--- config.mk ---
export PLATFORM = sky130hd
export DESIGN_NAME = cnt_arbiter
export DESIGN_NICKNAME = d
export VERILOG_FILES = /design/src/rtl/cnt_arbiter.sv
export SDC_FILE = /design/constraint.sdc
export NUM_CORES = 1
export LEC_CHECK = 0
export ABC_AREA = 0
export BUFFER_PORTS_ARGS = -buffer_cell sky130_fd_sc_hd__buf_2
export CORE_UTILIZATION = 45
export DETAILED_ROUTE_END_ITERATION = 16
export PLACE_DENSITY = 0.72
export SLEW_MARGIN = 20
export SYNTH_ARGS = -nofsm -noshare
export SYNTH_HDL_FRONTEND = slang
export SYNTH_SLANG_ARGS = --single-unit
--- constraint.sdc ---
create_clock -name Clk -period 1.45 [get_ports Clk]
set_input_delay 0.0725 -clock Clk [delete_from_list [all_inputs] [get_ports Clk]]
set_output_delay 0.0725 -clock Clk [all_outputs]
set_load 0.01 [all_outputs]
--- src/rtl/cnt_arbiter.sv ---
// Round-robin arbiter serialising four requesters onto a shared dual-counter datapath; optional grant statistics under CNT_ARB_STAT_EN.
// Latency: Req sampled in IDLE to Gnt is 2 cycles (ReqSlt=0) or 5 cycles (ReqSlt=1).
// Backpressure: requesters hold Req/ReqSlt until their Gnt cycle ends; Req is ignored in RUN and ACK.
module cnt_arbiter (
  input  logic        Clk,
  input  logic        Reset,
  input  logic [3:0]  Req,
  input  logic [3:0]  ReqSlt,
  output logic [3:0]  Gnt,
  output logic        En,
  output logic        Slt,
  output logic        Busy
`ifdef CNT_ARB_STAT_EN
  ,
  output logic [63:0] GntCnt
`endif
);

  typedef enum logic [1:0] {
    IDLE = 2'd0,
    RUN  = 2'd1,
    ACK  = 2'd2
  } state_t;

  state_t     state_q, state_d;
  logic [1:0] ptr_q, ptr_d;
  logic [1:0] win_q, win_d;
  logic       slt_q, slt_d;
  logic [2:0] burst_q, burst_d;

  logic [1:0] rr_idx;
  logic       rr_found;
  logic [1:0] rr_cand;

  // Round-robin search starting at the pointer and wrapping modulo 4.
  always_comb begin
    rr_idx   = 2'd0;
    rr_found = 1'b0;
    rr_cand  = 2'd0;
    for (int i = 0; i < 4; i++) begin
      rr_cand = ptr_q + 2'(i);
      if (!rr_found && Req[rr_cand]) begin
        rr_found = 1'b1;
        rr_idx   = rr_cand;
      end
    end
  end

  always_comb begin
    state_d = state_q;
    ptr_d   = ptr_q;
    win_d   = win_q;
    slt_d   = slt_q;
    burst_d = burst_q;
    En      = 1'b0;
    Slt     = 1'b0;
    Gnt     = 4'b0000;
    Busy    = (state_q != IDLE);
    case (state_q)
      IDLE: begin
        if (rr_found) begin
          win_d   = rr_idx;
          slt_d   = ReqSlt[rr_idx];
          // Counter 1 advances once per four strobes, so a full burst is one increment.
          burst_d = ReqSlt[rr_idx] ? 3'd4 : 3'd1;
          state_d = RUN;
        end
      end
      RUN: begin
        En      = 1'b1;
        Slt     = slt_q;
        burst_d = burst_q - 3'd1;
        if (burst_q == 3'd1) begin
          state_d = ACK;
        end
      end
      ACK: begin
        Gnt     = 4'b0001 << win_q;
        ptr_d   = win_q + 2'd1;
        state_d = IDLE;
      end
      default: begin
        state_d = IDLE;
      end
    endcase
  end

  always_ff @(posedge Clk or negedge Reset) begin
    if (!Reset) begin
      state_q <= IDLE;
      ptr_q   <= 2'd0;
      win_q   <= 2'd0;
      slt_q   <= 1'b0;
      burst_q <= 3'd0;
    end else begin
      state_q <= state_d;
      ptr_q   <= ptr_d;
      win_q   <= win_d;
      slt_q   <= slt_d;
      burst_q <= burst_d;
    end
  end

`ifdef CNT_ARB_STAT_EN
  logic [3:0][15:0] gnt_cnt_q, gnt_cnt_d;

  always_comb begin
    gnt_cnt_d = gnt_cnt_q;
    if (state_q == ACK && gnt_cnt_q[win_q] != 16'hFFFF) begin
      gnt_cnt_d[win_q] = gnt_cnt_q[win_q] + 16'd1;
    end
  end

  always_ff @(posedge Clk or negedge Reset) begin
    if (!Reset) begin
      gnt_cnt_q <= '0;
    end else begin
      gnt_cnt_q <= gnt_cnt_d;
    end
  end

  assign GntCnt = gnt_cnt_q;
`endif

endmodule

# == After elaboration in Yosys (flattened, before gate mapping) ==
# Index checks and enable logic that the tools add are counted.
# W data, S select, Z words.
# word_totals
regBits,10
in_bits,10
# classes
n_mux,27
n_addsub,5
n_eq_ne,5
n_reduce_logical,12
order_cmp,5
shift,1
# op_table
cell,count
$lt A2 B3 Y1 const B,5
$mux W2,6
$mux W1,11
$bmux W1 S2,5
$mux W3,2
$pmux W3 S2,1
$reduce_and A2 Y1,3
$add A2 B1 Y2 const B,2
$add A2 B2 Y2 const B,2
$mux W4,1
$ne A2 B2 Y1 const B,2
$pmux W2 S2,1
$reduce_bool A2 Y1,2
$shl A1 B2 Y4 const A,1
$eq A3 B1 Y1 const B,1
$logic_and A1 B1 Y1,3
$logic_not A1 Y1,3
$sub A3 B1 Y3 const B,1
$eq A2 B1 Y1 const B,1
$eq A2 B2 Y1 const B,1
$logic_not A2 Y1,1

# == Depth between registers and ports, before layout ==
# depth
ltp_word,17
mapped_depth,6
mapped_depth_nobuf,5

# == Worst setup path before layout ==
# No wires, ideal clock.
# synth_timing
path_type,register -> register
from,register ptr_q[1]
to,register burst_q[0]
setup_slack_ns,-0.015
t_arrival_ns,1.339
path_buffers,0
synth_period_minus_slack_ns,1.465
t_required_ns,1.324
path_stages_with_launch,6
path_cell_list,dfrtp_1 or2b_1 a21oi_1 nor2_2 mux2i_1 a221o_1
# synth_via
elab_chain_len,17
# synth_rtl
element,line,rtl
"start, declared",26,"logic [1:0] ptr_q, ptr_d;"
"start signal, assigned",97,ptr_q <= ptr_d;
"parallel branches: the longest is 17 deep, another holds $add A2 B1 Y2",--,
"end signal, assigned",100,burst_q <= burst_d;
"end, declared",29,"logic [2:0] burst_q, burst_d;"
# Several ways; the timed one is not identified. The select of a mux whose other input is x is not followed.
# A chain may end at the register's enable or synchronous reset.

# == Worst setup path in the final report ==
# Ends and elaborated chain as after synthesis.

==> flow_summary_export.csv <==
group,metric,value,unit
outcome,status,"complete, but fails checks",
outcome,violations,"negative setup slack",
final_layout,mostFrequentLayoutCells,"16 x buf_2, 9 x dfrtp_1, 7 x inv_1, 6 x and2_1, 6 x ha_1",
place,dp.cells,101,
final_layout,multi_input_area,384,sq um
cts,cts_inserted_buffers,3,
place,numPortBuffers,16,
final_layout,layout.nets,110,
setup_path,cpPeakStageDelay,0.45,ns
routing,ant_nets,0,
global_route,grt_overflow,0,
cts,cts_tree,"yes",
floorplan,fp.dieH,40.0,um
yosys,ys_seq_area_share,38.6,%
routing,drt-wirelength-per-cell,12.9,um
yosys,synth_nets,84,
floorplan,rows,13,
place,hpwl,988,um
setup_path,cp.depth,5,
sta,rsz0062_at_grt,"yes",
min_path,whs_path_depth,3,
power_and_ir_drop,powerDensity,1900,nW/um^2
floorplan,initial_core_util,49.2,%
yosys,netlist_instances,68,
routing,avgViaCountPerCell,5.15,
power_and_ir_drop,power,1.60,mW
sta,period_share,105,%
cts,cts_root_buf,"clkbuf_4",
setup_path,path_class,"reg2reg",
routing,first_iter_violations,8,
setup_path,arrival,1.68,ns
sta,worst_slack,-0.0719,ns
setup_path,crit_required,1.60,ns
setup_path,reg2regPathDepth,5,
power_and_ir_drop,vdd_drop_max,1.06,mV
final_layout,syn_to_final_growth,30.3,%
yosys,synth_seq_cells,10,
setup_path,crit_path_start_kind,"flop",
setup_path,end_kind,"flop",
sta,finalClockSkew,0.00362,ns
sta,min_period,1.52,ns
floorplan,die-area,1600,sq um
cts,clk_latency,0.27,ns
final_layout,final_common_cell,"buf_2",
power_and_ir_drop,p_leak,0.433,nW
cts,cts_max_path_buffers,2,
global_route,gr-usage-met3,10.0,%
cts,cts.clk_slew.worst_paths,0.07,ns
sta,slew_violations,0,
cts,clock_sinks,10,
yosys,synth_cell_types,25,
setup_path,path_max_fanout,6,
sta,hold_viol,0,
job,maxCapViolCount,0,
sta,setup_viol,3,
routing,dr.pass1.iters,4,
floorplan,chipWidth,40.0,um
final_layout,fillCellCount,110,
global_route,grt_pass1_wl,2.03,mm
floorplan,io_pins,17,
yosys,syn_area_per_cell,9.53,sq um
global_route,grt_max_degree,11,
floorplan,core,1320,sq um
sta,slew_headroom,77.5,%
final_layout,drive_gt1_share,36.6,%
global_route,grt_util_all_layers,21.1,%
setup_path,slowest_stage,"dfrtp_2",
global_route,top_usage_layer,"met2",
global_route,grt_pass1_vias,470,
place,gp_congestion,0.675,
min_path,hold_path_class,"in2reg",
final_layout,seq_area,251,sq um
global_route,grtUsageMet1,22.8,%
final_layout,diodes,0,
sta,setup_tns,-0.196,ns
yosys,syn-cell-area,648,sq um
final_layout,design_area,845,sq um
global_route,use_met2,36.7,%
yosys,ys_warn_count,0,
routing,drc,0,
global_route,antenna_found_initial,0,
routing,drt_wl_total,1.39,mm
sta,timing_worst_slew_pin_value,0.333,ns
place,place_area,768,sq um
setup_path,critPathTopFamily,"compound AO/OA/AOI/OAI gates",
setup_path,cp_cell_sequence,"or2b_1, a21oi_2, nor2_2, mux2i_2, a221o_1",
sta,fmax,657,MHz
setup_path,worst-path-buf-inv,0,
routing,dr_total_vias,556,
final_layout,finalNonFillerCells,108,
cts,htree_num_levels,1,
## where the power goes
group          total (mW)  internal [mW]  switching [mW]
sequential          0.540          0.418           0.122
clock               0.252          0.153          0.0997
combinational       0.812          0.398           0.413
## Yosys cell counts (all sizes together)
library cell  instances  area (sq um)
a21oi                 4          20.0
a221o                 1          10.0
a222oi                1          10.0
and2                  6          37.5
and2b                 1          7.51
buf                   1          5.00
dfrtp                10           250
ha                    6          75.1
inv                   7          26.3
mux2                  2          22.5
mux2i                 3          30.0
nand2                 5          18.8
nand2b                2          12.5
nand3                 2          10.0
nor2                  4          17.5
nor2b                 2          12.5
o21a                  1          7.51
o21ai                 3          15.0
o221ai                1          8.76
o22ai                 2          12.5
o41ai                 1          16.3
or2                   1          6.26
or2b                  1          7.51
xor2                  1          8.76
## stage by stage
| step | hold WS, ns | setup slack [ns] | util [%] |
|---|---|---|---|
| detailed placement | -0.0515 | -0.0967 | 58.3 |
| global route | 0.188 | -0.163 | 64.1 |
| CTS | 0.166 | -0.0705 | 63.1 |
| floorplan | -0.223 | 0.0174 | - |
| finish | 0.166 | -0.0719 | 64.1 |
| global placement | -0.0550 | -0.0330 | 58.3 |
## path summary, 6_finish.rpt
| kind | end | slack (ns) | startpoint |
|---|---|---|---|
| worst min register to register | burst_q[1] | 0.51 | burst_q[1] |
| min in group asynchronous | win_q[1] | 0.19 | Reset |
| max in group asynchronous | ptr_q[1] | 1.06 | Reset |
| worst max register to register | burst_q[0] | -0.07 | ptr_q[1] |
| worst max-delay path | burst_q[0] | -0.07 | ptr_q[1] |
| worst min-delay path | slt_q | 0.17 | ReqSlt[1] |
## final cells by class
class,instances,area share [%]
multi-input combinational,50,45.5
sequential,10,29.8
timing repair buffer,22,15.1
clock buffer,4,4.30
inverter,7,3.11
tap,15,2.22
## cell families (layout without fill, tap and decap cells)
logic type | count (synthesis) | count (layout) | share of synthesized area [%]
AOI/OAI and AO/OA | 14 | 14 | 15.4
xor gates and xnor gates | 1 | 1 | 1.35
adders and majority gates | 6 | 6 | 11.6
buffers and inverters | 8 | 33 | 4.83
DFF | 10 | 10 | 38.6
muxes | 5 | 5 | 8.11
and+or+nand+nor | 24 | 24 | 20.1
## layer usage
metal	vias to the layer above	share of wire [%]
met3	0	4.0
met1	263	40
met5	-	0
met4	0	0
met2	9	56
li1	284	-
## registers in the layout, summed over array words and instances (netlist names)
name     flops
ptr_q        2
win_q        2
state_q      2
burst_q      3
slt_q        1
## worst reg2reg max path, cell delays in order (launching register included)
cell,delay (ns)
dfrtp_2,0.45
or2b_1,0.25
a21oi_2,0.13
nor2_2,0.08
mux2i_2,0.17
a221o_1,0.33
## what timing repair did
| item | CTS | global route |
|---|---|---|
| hold endpoints to repair | 10 | 0 |
| setup buffers | 1 | 1 |
| pin swaps | 3 | 2 |
| setup endpoints to repair | 3 | 3 |
| gates resized for setup | 3 | 1 |
| hold buffers | 1 | 0 |
Note: power is estimated with default switching activity, not from simulation.
